**config.mk**
```make
export PLATFORM = sky130hd
export DESIGN_NAME = store_buffer_fwd_flat
export DESIGN_NICKNAME = d
export VERILOG_FILES = /design/src/rtl/store_buffer_fwd_if.sv /design/src/rtl/store_buffer_fwd.sv /design/src/flat_wrapper.sv
export SDC_FILE = /design/constraint.sdc
export NUM_CORES = 1
export LEC_CHECK = 0
export CORE_MARGIN = 3
export CORE_UTILIZATION = 60
export DETAILED_ROUTE_END_ITERATION = 10
export HOLD_SLACK_MARGIN = 0.08
export PLACE_DENSITY = 0.79
export SLEW_MARGIN = 30
export SYNTH_ARGS = -nofsm -noshare
export SYNTH_HDL_FRONTEND = slang
export SYNTH_SLANG_ARGS = --single-unit
```
**constraint.sdc**
```tcl
create_clock -name clk -period 9.9 [get_ports clk]
set_input_delay 2.97 -clock clk [delete_from_list [all_inputs] [get_ports clk]]
set_output_delay 2.97 -clock clk [all_outputs]
set_load 0.05 [all_outputs]
```
**src/rtl/store_buffer_fwd_if.sv**
```systemverilog
// Bundles the LSU/MMU-facing and dcache-facing signals of the store buffer.
// slave is the buffer's side and master is the side that drives requests and acks.
interface store_buffer_fwd_if #(
  parameter int ADDR_WIDTH     = 32,
  parameter int DATA_WIDTH     = 32,
  parameter int BYTE_SEL_WIDTH = 4,
  parameter int CNT_WIDTH      = 3
);
  logic                      lsummu2stb_req;
  logic                      lsummu2stb_w_en;
  logic [ADDR_WIDTH-1:0]     lsummu2stb_addr;
  logic [DATA_WIDTH-1:0]     lsummu2stb_wdata;
  logic [BYTE_SEL_WIDTH-1:0] lsummu2stb_sel_byte;
  logic                      stb2lsummu_ack;
  logic                      stb2lsummu_stall;
  logic [ADDR_WIDTH-1:0]     lsummu2stb_ld_addr;
  logic [BYTE_SEL_WIDTH-1:0] lsummu2stb_ld_sel;
  logic [BYTE_SEL_WIDTH-1:0] stb2lsummu_fwd_sel;
  logic [DATA_WIDTH-1:0]     stb2lsummu_fwd_data;
  logic                      stb2lsummu_fwd_hit;
  logic                      stb2dcache_req;
  logic                      stb2dcache_w_en;
  logic [ADDR_WIDTH-1:0]     stb2dcache_addr;
  logic [DATA_WIDTH-1:0]     stb2dcache_wdata;
  logic [BYTE_SEL_WIDTH-1:0] stb2dcache_sel_byte;
  logic                      dcache2stb_ack;
  logic                      stb2dcache_empty;
  logic [CNT_WIDTH-1:0]      stb_count;
  logic                      stb_dbg_drain_busy;

  modport slave (
    input  lsummu2stb_req, lsummu2stb_w_en, lsummu2stb_addr, lsummu2stb_wdata,
           lsummu2stb_sel_byte, lsummu2stb_ld_addr, lsummu2stb_ld_sel, dcache2stb_ack,
    output stb2lsummu_ack, stb2lsummu_stall, stb2lsummu_fwd_sel, stb2lsummu_fwd_data,
           stb2lsummu_fwd_hit, stb2dcache_req, stb2dcache_w_en, stb2dcache_addr,
           stb2dcache_wdata, stb2dcache_sel_byte, stb2dcache_empty, stb_count,
           stb_dbg_drain_busy
  );

  modport master (
    output lsummu2stb_req, lsummu2stb_w_en, lsummu2stb_addr, lsummu2stb_wdata,
           lsummu2stb_sel_byte, lsummu2stb_ld_addr, lsummu2stb_ld_sel, dcache2stb_ack,
    input  stb2lsummu_ack, stb2lsummu_stall, stb2lsummu_fwd_sel, stb2lsummu_fwd_data,
           stb2lsummu_fwd_hit, stb2dcache_req, stb2dcache_w_en, stb2dcache_addr,
           stb2dcache_wdata, stb2dcache_sel_byte, stb2dcache_empty, stb_count,
           stb_dbg_drain_busy
  );
endinterface

```
**src/rtl/store_buffer_fwd.sv**
```systemverilog
// In-order coalescing store buffer that drains to the dcache and forwards bytes to loads.
// Handshake: a store is taken when req&w_en and no stall; the dcache write is held until ack.
module store_buffer_fwd #(
  parameter int BLEN           = 4,
  parameter int ADDR_WIDTH     = 32,
  parameter int DATA_WIDTH     = 32,
  parameter int BYTE_SEL_WIDTH = 4,
  parameter bit COALESCE_EN    = 1'b1
) (
  input logic clk,
  input logic rst_n,
  store_buffer_fwd_if.slave bus
);
  localparam int PW  = $clog2(BLEN);
  localparam int CW  = PW + 1;
  localparam int OFF = $clog2(BYTE_SEL_WIDTH);

  typedef enum logic {IDLE, REQ} state_t;

  logic [ADDR_WIDTH-1:0]     addr_q [BLEN];
  logic [DATA_WIDTH-1:0]     data_q [BLEN];
  logic [BYTE_SEL_WIDTH-1:0] mask_q [BLEN];
  logic [PW-1:0]             head_q, tail_q;
  logic [CW-1:0]             count_q;
  state_t                    state_q, state_d;
  logic                      req_q, req_d, ack_q;
  logic [ADDR_WIDTH-1:0]     oaddr_q, oaddr_d;
  logic [DATA_WIDTH-1:0]     odata_q, odata_d;
  logic [BYTE_SEL_WIDTH-1:0] osel_q, osel_d;

  logic                      st, coal, enq, pop, full, coal_head;
  logic [PW-1:0]             youngest, fidx;
  logic [DATA_WIDTH-1:0]     wmask, merged, fwd_data;
  logic [BYTE_SEL_WIDTH-1:0] fwd_sel;

  function automatic logic [DATA_WIDTH-1:0] lane_mask(input logic [BYTE_SEL_WIDTH-1:0] sel);
    logic [DATA_WIDTH-1:0] m;
    m = '0;
    for (int b = 0; b < BYTE_SEL_WIDTH; b++) m[8*b +: 8] = {8{sel[b]}};
    return m;
  endfunction

  always_comb begin
    st        = bus.lsummu2stb_req & bus.lsummu2stb_w_en;
    youngest  = tail_q - PW'(1);
    full      = (count_q == CW'(BLEN));
    coal      = COALESCE_EN && st && (count_q != '0) &&
                (addr_q[youngest][ADDR_WIDTH-1:OFF] == bus.lsummu2stb_addr[ADDR_WIDTH-1:OFF]) &&
                !((youngest == head_q) && (state_q == REQ));
    enq       = st && !coal && !full;
    pop       = (state_q == REQ) && bus.dcache2stb_ack;
    wmask     = lane_mask(bus.lsummu2stb_sel_byte);
    merged    = (data_q[youngest] & ~wmask) | (bus.lsummu2stb_wdata & wmask);
    coal_head = coal && (youngest == head_q);
  end

  // Drain FSM; a store merging into the head as it is captured is folded into the captured copy.
  always_comb begin
    state_d = state_q;
    req_d   = req_q;
    oaddr_d = oaddr_q;
    odata_d = odata_q;
    osel_d  = osel_q;
    case (state_q)
      IDLE: begin
        if (count_q != '0) begin
          state_d = REQ;
          req_d   = 1'b1;
          oaddr_d = addr_q[head_q];
          odata_d = coal_head ? merged : data_q[head_q];
          osel_d  = coal_head ? (mask_q[head_q] | bus.lsummu2stb_sel_byte) : mask_q[head_q];
        end
      end
      REQ: begin
        if (bus.dcache2stb_ack) begin
          state_d = IDLE;
          req_d   = 1'b0;
        end
      end
      default: state_d = IDLE;
    endcase
  end

  // Oldest-to-youngest sweep so the youngest matching entry wins each lane.
  always_comb begin
    fwd_sel  = '0;
    fwd_data = '0;
    fidx     = head_q;
    for (int i = 0; i < BLEN; i++) begin
      fidx = head_q + PW'(i);
      if ((CW'(i) < count_q) &&
          (addr_q[fidx][ADDR_WIDTH-1:OFF] == bus.lsummu2stb_ld_addr[ADDR_WIDTH-1:OFF])) begin
        for (int b = 0; b < BYTE_SEL_WIDTH; b++) begin
          if (mask_q[fidx][b]) begin
            fwd_sel[b]          = 1'b1;
            fwd_data[8*b +: 8]  = data_q[fidx][8*b +: 8];
          end
        end
      end
    end
  end

  always_ff @(posedge clk or negedge rst_n) begin
    if (!rst_n) begin
      for (int i = 0; i < BLEN; i++) begin
        addr_q[i] <= '0;
        data_q[i] <= '0;
        mask_q[i] <= '0;
      end
      head_q  <= '0;
      tail_q  <= '0;
      count_q <= '0;
      state_q <= IDLE;
      req_q   <= 1'b0;
      ack_q   <= 1'b0;
      oaddr_q <= '0;
      odata_q <= '0;
      osel_q  <= '0;
    end else begin
      state_q <= state_d;
      req_q   <= req_d;
      oaddr_q <= oaddr_d;
      odata_q <= odata_d;
      osel_q  <= osel_d;
      ack_q   <= coal | enq;
      if (pop) begin
        mask_q[head_q] <= '0;
        head_q         <= head_q + PW'(1);
      end
      if (coal) begin
        mask_q[youngest] <= mask_q[youngest] | bus.lsummu2stb_sel_byte;
        data_q[youngest] <= merged;
      end
      if (enq) begin
        addr_q[tail_q] <= bus.lsummu2stb_addr;
        data_q[tail_q] <= bus.lsummu2stb_wdata;
        mask_q[tail_q] <= bus.lsummu2stb_sel_byte;
        tail_q         <= tail_q + PW'(1);
      end
      if (enq && !pop)      count_q <= count_q + CW'(1);
      else if (pop && !enq) count_q <= count_q - CW'(1);
    end
  end

  assign bus.stb2lsummu_stall    = st & ~coal & full;
  assign bus.stb2lsummu_ack      = ack_q;
  assign bus.stb2lsummu_fwd_sel  = fwd_sel;
  assign bus.stb2lsummu_fwd_data = fwd_data;
  assign bus.stb2lsummu_fwd_hit  = (bus.lsummu2stb_ld_sel != '0) &&
                                   ((fwd_sel & bus.lsummu2stb_ld_sel) == bus.lsummu2stb_ld_sel);
  assign bus.stb2dcache_req      = req_q;
  assign bus.stb2dcache_w_en     = req_q;
  assign bus.stb2dcache_addr     = oaddr_q;
  assign bus.stb2dcache_wdata    = odata_q;
  assign bus.stb2dcache_sel_byte = osel_q;
  assign bus.stb2dcache_empty    = (count_q == '0);
  assign bus.stb_count           = count_q;
  assign bus.stb_dbg_drain_busy  = (state_q == REQ);
endmodule
```
**src/flat_wrapper.sv**
```systemverilog
// flat-port wrapper written by rule: the top's interface ports become plain ports
module store_buffer_fwd_flat 
#(
  parameter int BLEN           = 4,
  parameter int ADDR_WIDTH     = 32,
  parameter int DATA_WIDTH     = 32,
  parameter int BYTE_SEL_WIDTH = 4,
  parameter bit COALESCE_EN    = 1'b1
)
  (clk, rst_n, bus_lsummu2stb_req, bus_lsummu2stb_w_en, bus_lsummu2stb_addr, bus_lsummu2stb_wdata, bus_lsummu2stb_sel_byte, bus_lsummu2stb_ld_addr, bus_lsummu2stb_ld_sel, bus_dcache2stb_ack, bus_stb2lsummu_ack, bus_stb2lsummu_stall, bus_stb2lsummu_fwd_sel, bus_stb2lsummu_fwd_data, bus_stb2lsummu_fwd_hit, bus_stb2dcache_req, bus_stb2dcache_w_en, bus_stb2dcache_addr, bus_stb2dcache_wdata, bus_stb2dcache_sel_byte, bus_stb2dcache_empty, bus_stb_count, bus_stb_dbg_drain_busy);
  store_buffer_fwd_if #(.ADDR_WIDTH(ADDR_WIDTH), .DATA_WIDTH(DATA_WIDTH), .BYTE_SEL_WIDTH(BYTE_SEL_WIDTH)) bus_i ();
  input logic clk;
  input logic rst_n;
  input wire logic [$bits(bus_i.lsummu2stb_req)-1:0] bus_lsummu2stb_req;
  input wire logic [$bits(bus_i.lsummu2stb_w_en)-1:0] bus_lsummu2stb_w_en;
  input wire logic [$bits(bus_i.lsummu2stb_addr)-1:0] bus_lsummu2stb_addr;
  input wire logic [$bits(bus_i.lsummu2stb_wdata)-1:0] bus_lsummu2stb_wdata;
  input wire logic [$bits(bus_i.lsummu2stb_sel_byte)-1:0] bus_lsummu2stb_sel_byte;
  input wire logic [$bits(bus_i.lsummu2stb_ld_addr)-1:0] bus_lsummu2stb_ld_addr;
  input wire logic [$bits(bus_i.lsummu2stb_ld_sel)-1:0] bus_lsummu2stb_ld_sel;
  input wire logic [$bits(bus_i.dcache2stb_ack)-1:0] bus_dcache2stb_ack;
  output wire logic [$bits(bus_i.stb2lsummu_ack)-1:0] bus_stb2lsummu_ack;
  output wire logic [$bits(bus_i.stb2lsummu_stall)-1:0] bus_stb2lsummu_stall;
  output wire logic [$bits(bus_i.stb2lsummu_fwd_sel)-1:0] bus_stb2lsummu_fwd_sel;
  output wire logic [$bits(bus_i.stb2lsummu_fwd_data)-1:0] bus_stb2lsummu_fwd_data;
  output wire logic [$bits(bus_i.stb2lsummu_fwd_hit)-1:0] bus_stb2lsummu_fwd_hit;
  output wire logic [$bits(bus_i.stb2dcache_req)-1:0] bus_stb2dcache_req;
  output wire logic [$bits(bus_i.stb2dcache_w_en)-1:0] bus_stb2dcache_w_en;
  output wire logic [$bits(bus_i.stb2dcache_addr)-1:0] bus_stb2dcache_addr;
  output wire logic [$bits(bus_i.stb2dcache_wdata)-1:0] bus_stb2dcache_wdata;
  output wire logic [$bits(bus_i.stb2dcache_sel_byte)-1:0] bus_stb2dcache_sel_byte;
  output wire logic [$bits(bus_i.stb2dcache_empty)-1:0] bus_stb2dcache_empty;
  output wire logic [$bits(bus_i.stb_count)-1:0] bus_stb_count;
  output wire logic [$bits(bus_i.stb_dbg_drain_busy)-1:0] bus_stb_dbg_drain_busy;
  assign bus_i.lsummu2stb_req = bus_lsummu2stb_req;
  assign bus_i.lsummu2stb_w_en = bus_lsummu2stb_w_en;
  assign bus_i.lsummu2stb_addr = bus_lsummu2stb_addr;
  assign bus_i.lsummu2stb_wdata = bus_lsummu2stb_wdata;
  assign bus_i.lsummu2stb_sel_byte = bus_lsummu2stb_sel_byte;
  assign bus_i.lsummu2stb_ld_addr = bus_lsummu2stb_ld_addr;
  assign bus_i.lsummu2stb_ld_sel = bus_lsummu2stb_ld_sel;
  assign bus_i.dcache2stb_ack = bus_dcache2stb_ack;
  assign bus_stb2lsummu_ack = bus_i.stb2lsummu_ack;
  assign bus_stb2lsummu_stall = bus_i.stb2lsummu_stall;
  assign bus_stb2lsummu_fwd_sel = bus_i.stb2lsummu_fwd_sel;
  assign bus_stb2lsummu_fwd_data = bus_i.stb2lsummu_fwd_data;
  assign bus_stb2lsummu_fwd_hit = bus_i.stb2lsummu_fwd_hit;
  assign bus_stb2dcache_req = bus_i.stb2dcache_req;
  assign bus_stb2dcache_w_en = bus_i.stb2dcache_w_en;
  assign bus_stb2dcache_addr = bus_i.stb2dcache_addr;
  assign bus_stb2dcache_wdata = bus_i.stb2dcache_wdata;
  assign bus_stb2dcache_sel_byte = bus_i.stb2dcache_sel_byte;
  assign bus_stb2dcache_empty = bus_i.stb2dcache_empty;
  assign bus_stb_count = bus_i.stb_count;
  assign bus_stb_dbg_drain_busy = bus_i.stb_dbg_drain_busy;
  store_buffer_fwd #(.BLEN(BLEN), .ADDR_WIDTH(ADDR_WIDTH), .DATA_WIDTH(DATA_WIDTH), .BYTE_SEL_WIDTH(BYTE_SEL_WIDTH), .COALESCE_EN(COALESCE_EN)) u_core (.clk(clk), .rst_n(rst_n), .bus(bus_i));
endmodule
```
### Yosys cells after proc, flatten, opt, wreduce, memory -nomap -nowiden

Index checks and enable logic that the tools add are counted.

| storage, ports and cells | value |
|---|---|
| logic and storage cells | 216 |
| output and inout port bits | 114 |
| bits of input ports | 109 |
| flip-flop bits (word level) | 350 |

| operators by class | value |
|---|---|
| add/subtract/negate cells | 7 |
| bitwise operators | 21 |
| equal/unequal tests | 10 |
| reductions and logical operators | 29 |
| order comparisons | 13 |
| mux-type cells | 115 |

Operators by type and width:

| operator | count |
|---|---|
| 32-bit 2-to-1 mux | 27 |
| 32-bit binary-select mux with 2-bit select | 10 |
| 128-bit bitwise mux | 3 |
| 128-bit 2-to-1 mux | 2 |
| 30-bit equality test | 5 |
| 32-bit demux with 2-bit select | 2 |
| 8-bit 2-to-1 mux | 16 |
| 4-bit 2-to-1 mux | 18 |
| 32-bit bitwise AND | 2 |
| 16-bit 2-to-1 mux | 3 |
| 4-bit binary-select mux with 2-bit select | 5 |
| 16-bit bitwise mux | 2 |
| 32-bit inverter | 1 |
| 32-bit OR | 1 |
| 4-bit demux with 2-bit select | 3 |
| 1-bit 2-to-1 mux | 20 |
| 3-bit greater-or-equal comparator, second input constant | 6 |
| 1-bit logical AND | 18 |
| 2-bit inverter with 3-bit output | 6 |
| 16-bit bitwise AND | 1 |
| 16-bit inverter | 1 |
| 3-bit by 1-bit less-than comparator with 1-bit output, second input constant | 3 |
| 4-bit OR | 2 |
| 1-bit by 3-bit less-than comparator with 1-bit output, first input constant | 2 |
| other kinds (23) | 36 |

### Logic depth before layout (Yosys ltp)

Gate-level depths: netlist of the first run.

| logic depth | value |
|---|---|
| word-level depth | 16 |
| mapped depth | 22 |
| mapped depth without buffers | 11 |

### Worst setup path after synthesis of the first run

OpenSTA, ideal clock, no wires.

| timing path | value |
|---|---|
| path kind | flip-flop to output port |
| start | register u_core.head_q[1] |
| end | output port bus_stb2lsummu_fwd_hit |
| setup slack | 0.655 ns |
| stages on the path, launching flop included | 22 |
| data arrival time | 6.275 ns |
| cells stage by stage | dfrtp_1 buf_4 buf_2 buf_2 buf_2 buf_1 clkbuf_1 clkbuf_1 inv_1 ha_1 buf_4 clkbuf_1 mux4_2 xnor2_1 nand4_1 nor4_1 nand2_1 or3_1 clkbuf_1 nand4b_1 nor2_1 nor4_2 |

| between the ends | value |
|---|---|
| word-level cells in the longest chain between the ends | 16 |
| elaborated cells on any way between the ends | 62 |
| those cells by class | 3 x add/sub; 5 x eq/ne; 44 x mux; 5 x bitwise; 5 x reduce/logical |

Ends and longest elaborated chain:

| element | line | text |
|---|---|---|
| from (decl) | store_buffer_fwd.sv:23 | `logic [PW-1:0] head_q, tail_q;` |
| from (signal assigned) | store_buffer_fwd.sv:128 | `head_q <= head_q + PW'(1);` |
| branches (longest 12 deep; another with 2-bit by 1-bit adder with 2-bit output) | -- |  |
| 4-bit 2-to-1 mux * | store_buffer_fwd.sv:91 | `if ((CW'(i) < count_q) &&` |
| net bus_stb2lsummu_fwd_sel[3] | flat_wrapper.sv:24 | `output wire logic [$bits(bus_i.stb2lsummu_fwd_sel)-1:0] bus_stb2lsummu_fwd_sel;` |
| 4-bit bitwise AND * | store_buffer_fwd.sv:150 | `((fwd_sel & bus.lsummu2stb_ld_sel) == bus.lsummu2stb_ld_sel);` |
| 4-bit equality test * | store_buffer_fwd.sv:150 |  |
| 1-bit logical AND * | store_buffer_fwd.sv:149 | `assign bus.stb2lsummu_fwd_hit = (bus.lsummu2stb_ld_sel != '0) &&` |
| to (decl) | flat_wrapper.sv:26 | `output wire logic [$bits(bus_i.stb2lsummu_fwd_hit)-1:0] bus_stb2lsummu_fwd_hit;` |

Mark *: on every way through the listed nets, which the timed path passes. The select of a mux whose other input is x is not followed.

### Worst setup path in the final report of the first run

| timing path | value |
|---|---|
| start | input port bus_lsummu2stb_ld_addr[11] |
| end | output port bus_stb2lsummu_fwd_data[4] |

| between the ends | value |
|---|---|
| word-level cells in the longest chain between the ends | 9 |
| elaborated cells on any way between the ends | 15 |
| those cells by class | 4 x eq/ne; 7 x mux; 4 x reduce/logical |

Ends and longest elaborated chain:

| element | line | text |
|---|---|---|
| from (decl) | flat_wrapper.sv:19 | `input wire logic [$bits(bus_i.lsummu2stb_ld_addr)-1:0] bus_lsummu2stb_ld_addr;` |
| 30-bit equality test | store_buffer_fwd.sv:92 | `(addr_q[fidx][ADDR_WIDTH-1:OFF] == bus.lsummu2stb_ld_addr[ADDR_WIDTH-1:OFF])) begin` |
| 1-bit logical AND | store_buffer_fwd.sv:91 |  |
| 32-bit 2-to-1 mux | store_buffer_fwd.sv:91 |  |
| 8-bit 2-to-1 mux | store_buffer_fwd.sv:94 | `if (mask_q[fidx][b]) begin` |
| 32-bit 2-to-1 mux | store_buffer_fwd.sv:91 |  |
| 8-bit 2-to-1 mux | store_buffer_fwd.sv:94 |  |
| 32-bit 2-to-1 mux | store_buffer_fwd.sv:91 |  |
| 8-bit 2-to-1 mux | store_buffer_fwd.sv:94 |  |
| 32-bit 2-to-1 mux * | store_buffer_fwd.sv:91 |  |
| to (decl) | flat_wrapper.sv:25 | `output wire logic [$bits(bus_i.stb2lsummu_fwd_data)-1:0] bus_stb2lsummu_fwd_data;` |

Mark *: on every way between the ends. The rest lies on a longest branch, timed or not.

==> summary.txt, run 1 <==
CTS
  • H-tree depth: 2
  • Post-CTS sizing: 0
  • Count of clock tree sinks: 350
  • Inserted Clock Buffers: 41
  • CTS clk-pin slew, worst paths: approximately 60 ps
  • CTS Hold Bufs: 0
  • Post-CTS Setup Bufs: 0
  • CTS tree: yes
  • Clock Latency Late Sink: 580 ps
  • Clk root buf: clkbuf_16
  • Bufs on Longest Clock Path: 3

Worst setup path
  • Critical Path RT: ~7000 ps
  • Setup CP Type: in2out
  • Worst-path maximum fanout: 8
  • Crit end category: primary output
  • Crit path DAT: 6710 ps
  • Startpoint Class: primary input

GRT
  • Largest net degree at the start of global routing: 154
  • Total GRT Usage: 35.17%
  • Vias in the first global route: 21350
  • Initial antenna violation count: 6
  • Total grt overflow: 0
  • First-pass GRT wire length: ~130 mm

Job
  • # Max-Cap Violations: 0

Pwr
  • Maximum VDD drop: 0.2946 mV
  • Combinational power share: 61.3%
  • Internal cell power: 0.006784 W
  • Static Leakage: 13.25 nW
  • Proportion of power drawn by the clock network: 13.3%
  • Register share of total power: approximately a quarter
  • Sw frac: roughly 44%
  • Switch Pwr: 0.005417 W
  • Power Dens Cells: 394.1 mW/mm^2

Synth
  • Adder-cell share of the synthesized area: 0.5615%
  • Syn avg cell area: 11.70 sq um
  • EDFF count, synth: 0
  • Mux share of post-synthesis cell area: 41.83%
  • XOR/XNOR Fraction of Synth Area: 4.815%
  • Area contributors post-synth: dfrtp_1 (33%), mux4_2 (25%), mux2i_1 (9.2%), mux2_2 (5.9%), nand2_1 (4.0%)
  • Post-Synthesis Cells: 2286
  • Register area share after synthesis: between 30% and 40%
  • Post-Synth Simple-Gate Area: 8.451%
  • Largest area contributor in the netlist: dfrtp_1
  • Count of different cell masters after synthesis: 70
  • Ys flop type: dfrtp_1
  • Asr flop ratio synth: between 90% and 100%
  • Synth warn: 0
  • Mapped cell area: 0.02674 sq mm
  • Synthesized Nets: roughly 2400
  • Compound-Gate Fraction of Synth Area: 7.248%
  • #FFs+latches synth: 350
  • Main combinational cell family by area after synthesis: multiplexers
  • Synth top area share: 32.75%

Placement
  • Dpl cell area: 0.02952 sq mm
  • RD Place Congestion: 0.9610
  • Number of I/O port buffers: 220
  • Dpl hpwl: between 50 and 60 mm
  • Placed cells: 2951

Routing
  • Via count: 21500
  • Starting DRC count in detailed routing: 2742
  • Via density: 7.110
  • Routed Antenna Nets: 0
  • First drt pass iteration count: 6
  • DRC: 0
  • Routed wire length: 82.82 mm
  • WL/cell: 27.39 microns

Layout
  • Non-Filler Instances: 3024
  • Layout cells sized above 1: 25.78%
  • Register area: 0.008770 sq mm
  • Final Cell Area: roughly 0.031 sq mm
  • Final nets: 2531
  • FILL cells: 3027
  • Multi-input logic area: roughly 0.017 sq mm
  • Area Overhead vs Synth: 15.79%

Timing
  • Tcrit/Tclk final: 97.74%
  • Clk_skew: 33.70 ps
  • Max-slew headroom: 30.41%
  • Setup TNS Final: 0 ps
  • RSZ-0062 raised after global routing: no
  • Worst-Margin Slew: 1041 ps
  • Final Hold Vio Count: 0
  • Finish-stage setup viols: 0
  • Fin. max-slew vios: 0
  • Tmin final: 9677 ps
  • Highest Clock Rate: between 0.1 and 0.15 GHz

Die
  • Chip width: approximately 220 microns
  • Core Box Area: between 0.04 and 0.05 sq mm
  • Area of the die: 0.04713 sq mm
  • Ports: around 220
  • Die height: 217.1 microns
  • Row count: 76
  • Initial core utilization: 61.40%

Worst hold path
  • Min-delay worst type: reg2reg

Run status
  • Status: complete, no violations
-- placed cells by master, fill, tap and decap left out, drive strengths merged, types with 9 or more instances in the layout --
cell type,n
dfrtp,350
mux4,298
nand2,283
mux2i,247
o21ai,197
clkdlybuf4s50,182
mux2,177
buf,102
xnor2,94
nor2,59
xor2,53
clkbuf,52
inv,38
o22ai,23
nand4,21
a2bb2oi,21
a31oi,20
nand3,20
a21oi,19
nor2b,17
nand2b,17
nor3,16
nor4,16
ha,12
a221oi,9
clkinv,9
-- kinds of logic after synthesis --
family | after synthesis
muxes | 722
and+or+nand+nor | 487
DFF | 350
AOI/OAI and AO/OA | 326
buffers and inverters | 242
xor gates and xnor gates | 147
adders and majority gates | 12
-- area by class of cell --
| cell class | count | share of cell area [%] |
|---|---|---|
| Clock buffer | 52 | 3.641 |
| Timing Repair Buffer | 284 | 9.787 |
| Antenna cell | 3 | 0.02425 |
| Multi-Input combinational cell | 1694 | 54.52 |
| Tap cell | 585 | 2.364 |
| Clock inverter | 17 | 0.8688 |
| Inverter | 39 | 0.4728 |
| Sequential cell | 350 | 28.32 |
-- power by group through the flow --
stage               registers [W]  clock network [W]  logic (W)
floorplan                 0.00311                  0    0.00538
global placement          0.00294                  0    0.00715
detailed placement        0.00305                  0    0.00733
CTS                       0.00304            0.00163    0.00740
global route              0.00320            0.00170    0.00793
finish                    0.00310            0.00162    0.00748
-- synthesized netlist by cell type, types with 5 or more instances --
cell type / n
ha_1: 12
a21oi_1: 19
mux4_2: 296
nor3_1: 16
dfrtp_1: 350
a221oi_1: 8
inv_1: 37
xnor2_1: 94
nor2_1: 59
o22ai_1: 23
nand4_1: 21
mux2_1: 37
a2bb2oi_1: 21
nand2b_1: 17
buf_6: 9
nor4_1: 11
nor2b_1: 17
mux2_2: 140
buf_1: 31
buf_2: 59
o21ai_0: 197
nand4b_1: 6
clkbuf_1: 83
a31oi_1: 20
xor2_1: 53
buf_4: 18
nand2_1: 283
mux2i_1: 247
and2_1: 7
o2bb2ai_1: 5
and2b_1: 7
a211oi_1: 7
nand3_1: 20
-- metal layers --
layer | share of wire (%) | vias to the layer above | GRT usage [%] | routed length (microns)
met3 | 12 | 265 | 8.685 | 9628
met5 | 0.054 | - | 0 | 45
met1 | 38 | 10890 | 49.28 | 31520
li1 | - | 8907 | - | -
met2 | 46 | 1436 | 52.32 | 37850
met4 | 4.6 | 6 | 16.37 | 3770
-- registers in the layout, summed over array words and instances, names as in the netlist, 2 cells and up --
name	cells
u_core.addr_q	128
u_core.data_q	128
u_core.bus.stb2dcache_addr	32
u_core.bus.stb2dcache_wdata	32
u_core.mask_q	16
u_core.bus.stb2dcache_sel_byte	4
u_core.bus.stb_count	3
u_core.head_q	2
u_core.tail_q	2
-- stage by stage --
stage	utilization, %	setup slack (ps)	hold WS [ps]	total power [W]
2_1_floorplan	-	654.8	475.2	0.008495
3_3_place_gp	67.77	420.4	462.7	0.01009
3_5_place_dp	67.77	392.4	464.4	0.01038
4_1_cts	70.98	315.2	481.9	0.01208
5_1_grt	71.09	128.0	502.3	0.01282
6_report	71.09	223.5	480.0	0.01220
-- worst max-delay path, cell delays in order --
cell,delay (ps)
clkdlybuf4s50_1,660
xor2_1,290
nor4_1,490
buf_4,220
nand4_1,260
nor3b_1,400
buf_4,200
nand3b_1,140
nor2b_1,300
a221oi_1,450
buf_4,200
buf_12,130
-- worst paths after layout --
kind	slack, ps	depth (start not counted)	startpoint	end
max	220	12	bus_lsummu2stb_ld_addr[11]	bus_stb2lsummu_fwd_data[4]
min	480	2	u_core.bus.stb2dcache_wdata[13]	u_core.bus.stb2dcache_wdata[13]
max reg2reg	3870	11	u_core.tail_q[0]	u_core.mask_q[5]
min reg2reg	480	2	u_core.bus.stb2dcache_wdata[13]	u_core.bus.stb2dcache_wdata[13]
max in group asynchronous	6190	2	rst_n	u_core.tail_q[0]
min in group asynchronous	2380	1	rst_n	u_core.bus.stb2dcache_wdata[26]
Note: power is estimated with default switching activity, not from simulation.
==> run 2, diff against run 1 <==
- SLEW_MARGIN: 30 -> 5
==> run 2 against run 1 <==
  * Design area is 0.15% lower
  * Final cell count hardly changed
  * Combinational power hardly changed
  * Worst hold slack hardly changed
  * Clock skew is 0.56 ps lower
  * Sequential cell count stayed put
  * Power hardly changed
  * Via count is 0.26% lower
  * Utilization is 0.10 points lower
  * Critical path depth stayed put
  * Register-to-register slack worse by 30 ps
  * Maximum frequency is 0.14% higher
  * Critical path type unchanged
==> summary.txt, run 2 (synthesized netlist as in run 1, its figures left out) <==
Pwr
  • Internal cell power: 0.006779 W (about the same)
  • Power Dens Cells: 394.3 mW/mm^2 (about the same)
  • Register share of total power: 25.4% (about the same)
  • Switch Pwr: 0.005413 W (about the same)
  • Proportion of power drawn by the clock network: 13.3% (about the same)
  • Sw frac: 44.40% (about the same)
  • Combinational power share: 61.3% (about the same)
  • Static Leakage: 13.23 nW (-0.14%)
  • Maximum VDD drop: 0.3532 mV (+20%)

Layout
  • FILL cells: 3030 (+0.099%)
  • Top flop regs: u_core.addr_q: 128 flops, u_core.data_q: 128 flops
  • Final nets: 2530 (-0.040%)
  • Most common cell after layout, fill and taps aside: dfrtp_1
  • Area Overhead vs Synth: 15.62%
  • Most frequent cells in the layout: dfrtp_1 (347), mux4_2 (296), nand2_1 (283), mux2i_1 (247), o21ai_0 (197)
  • Layout cells sized above 1: 25.75% (-0.030 points)
  • Non-Filler Instances: 3022 (-0.066%)

Timing
  • Finish-stage setup viols: 0 (unchanged)
  • Final Hold Vio Count: 0 (unchanged)
  • Setup TNS Final: 0 ps (unchanged)
  • Tcrit/Tclk final: 97.61% (-0.14 points)
  • Max-slew headroom: 25.26% (-5.1 points)
  • RSZ-0062 raised after global routing: no
  • Fin. max-slew vios: 0 (unchanged)
  • Tmin final: 9663 ps (-13.39 ps)
  • Highest Clock Rate: 0.1035 GHz (+0.14%)
  • Worst-Margin Slew: 1121 ps (+80.51 ps)
  • Clk_skew: 33.15 ps (-0.5557 ps)

CTS
  • Post-CTS Setup Bufs: 0 (unchanged)
  • Clock Latency Late Sink: 580 ps (about the same)
  • Bufs on Longest Clock Path: 3 (unchanged)
  • Count of clock tree sinks: 350 (unchanged)
  • Inserted Clock Buffers: 41 (unchanged)
  • Post-CTS sizing: 0 (unchanged)
  • H-tree depth: 2 (unchanged)
  • CTS clk-pin slew, worst paths: 60 ps (about the same)
  • Clk root buf: clkbuf_16
  • CTS tree: yes
  • CTS Hold Bufs: 0 (unchanged)

Die
  • Die height: 217.1 microns (unchanged)
  • Initial core utilization: 61.40% (unchanged)
  • Core Box Area: 0.04355 sq mm (unchanged)
  • Chip width: 217.1 microns (unchanged)
  • Row count: 76 (unchanged)
  • Ports: 223 (unchanged)
  • Area of the die: 0.04713 sq mm (unchanged)

GRT
  • Largest net degree at the start of global routing: 154 (unchanged)
  • Total grt overflow: 0 (unchanged)
  • Total GRT Usage: 35.17% (unchanged)
  • Initial antenna violation count: 6 (unchanged)
  • First-pass GRT wire length: 127.5 mm (unchanged)
  • Vias in the first global route: 21350 (unchanged)

Worst setup path
  • Origin of the critical flop-to-flop path: u_core.tail_q[0]
  • Setup CP Type: in2out
  • Reg2Reg Capture Point: u_core.mask_q[5]
  • FF-to-FF path depth: 11 (unchanged)
  • R2R Setup Slk: 3840 ps (-30 ps)
  • Worst-path maximum fanout: 8 (unchanged)
  • Crit end category: primary output
  • Critical Path RT: 6930 ps (about the same)
  • Startpoint Class: primary input
  • Crit path DAT: 6690 ps (-20 ps)

Routing
  • Via count: 21450 (-0.26%)
  • WL/cell: 27.41 microns (about the same)
  • Starting DRC count in detailed routing: 3010 (+9.8%)
  • Routed wire length: 82.83 mm (about the same)
  • First drt pass iteration count: 5 (-1)
  • DRC: 0 (unchanged)
  • Via density: 7.096 (-0.19%)
  • Routed Antenna Nets: 0 (unchanged)

Job
  • # Max-Cap Violations: 0 (unchanged)

Worst hold path
  • Worst Hold End: u_core.bus.stb2dcache_wdata[13]
  • Min-delay worst type: reg2reg
  • Source of the worst hold timing path: u_core.bus.stb2dcache_wdata[13]
  • Hold path depth: 2 (unchanged)

Placement
  • Number of I/O port buffers: 220 (unchanged)
  • Dpl hpwl: 54.12 mm (unchanged)
  • Placed cells: 2951 (unchanged)
  • RD Place Congestion: 0.9610 (unchanged)

Run status
  • Status: complete, no violations
==> run 2: changes by cell type in the layout (fill, tap and decap cells not counted), sizes merged <==
cell / previous run / this run
buf: 102 / 101
diode: 3 / 2
==> run 2: layout make-up <==
| type | count | area (sq um) | area share, % |
|---|---|---|---|
| multi-input cells | 1694 | 16880 | 54.60 |
| flip-flops and latches | 350 | 8770 | 28.36 |
| repair buffers | 283 | 2988 | 9.664 |
| clock buffers | 52 | 1127 | 3.646 |
| well taps | 585 | 732.0 | 2.367 |
| clock inverters | 17 | 269.0 | 0.8701 |
| inverters | 39 | 146.4 | 0.4735 |
| diodes | 2 | 5.005 | 0.01619 |
==> run 2: how the worst max path moves through the flow <==
| stage | startpoint | to | slack [ps] | depth (start not counted) |
|---|---|---|---|---|
| after floorplan | u_core.head_q[1] | bus_stb2lsummu_fwd_hit | 650 | 21 |
| after global placement | bus_lsummu2stb_ld_addr[25] | bus_stb2lsummu_fwd_data[4] | 420 | 12 |
| after detailed placement | bus_lsummu2stb_ld_addr[26] | bus_stb2lsummu_fwd_data[4] | 390 | 12 |
| after CTS | bus_lsummu2stb_ld_addr[11] | bus_stb2lsummu_fwd_data[4] | 320 | 12 |
| after global routing | bus_lsummu2stb_ld_addr[26] | bus_stb2lsummu_fwd_data[4] | 130 | 12 |
| final | bus_lsummu2stb_ld_addr[11] | bus_stb2lsummu_fwd_data[4] | 240 | 12 |
==> run 2: power by group through the flow <==
stage | sequential [W] | combinational, W | clock [W]
floorplan | 0.00311 | 0.00538 | 0
global placement | 0.00294 | 0.00715 | 0
CTS | 0.00304 | 0.00740 | 0.00163
finish | 0.00310 | 0.00747 | 0.00162
global route | 0.00320 | 0.00792 | 0.00170
detailed placement | 0.00305 | 0.00733 | 0
==> run 2: stage by stage <==
stage	worst slack [ps]	hold slack [ps]	area [sq um]	utilization (%)	power, W
2_1_floorplan	654.8	475.2	26740	-	0.008495
3_3_place_gp	420.4	462.7	29520	67.77	0.01009
3_5_place_dp	392.4	464.4	29520	67.77	0.01038
4_1_cts	315.2	481.9	30910	70.98	0.01208
5_1_grt	128.0	502.3	30920	70.99	0.01281
6_report	236.9	479.5	30920	70.99	0.01219
==> run 2: worst max-delay path: stages <==
cell             delay [ps]
clkdlybuf4s50_1         670
xor2_1                  290
nor4_1                  480
buf_4                   220
nand4_1                 250
nor3b_1                 390
buf_4                   200
nand3b_1                140
nor2b_1                 300
a221oi_1                450
buf_4                   200
buf_12                  130
==> run 2: metal layers <==
layer / global-route usage [%] / part of all wire [%] / vias to the layer above
met2: 52.32 / 46 / 1401
met3: 8.685 / 12 / 254
met1: 49.28 / 38 / 10870
met5: 0 / 0.070 / -
li1: - / - / 8910
met4: 16.37 / 4.5 / 8
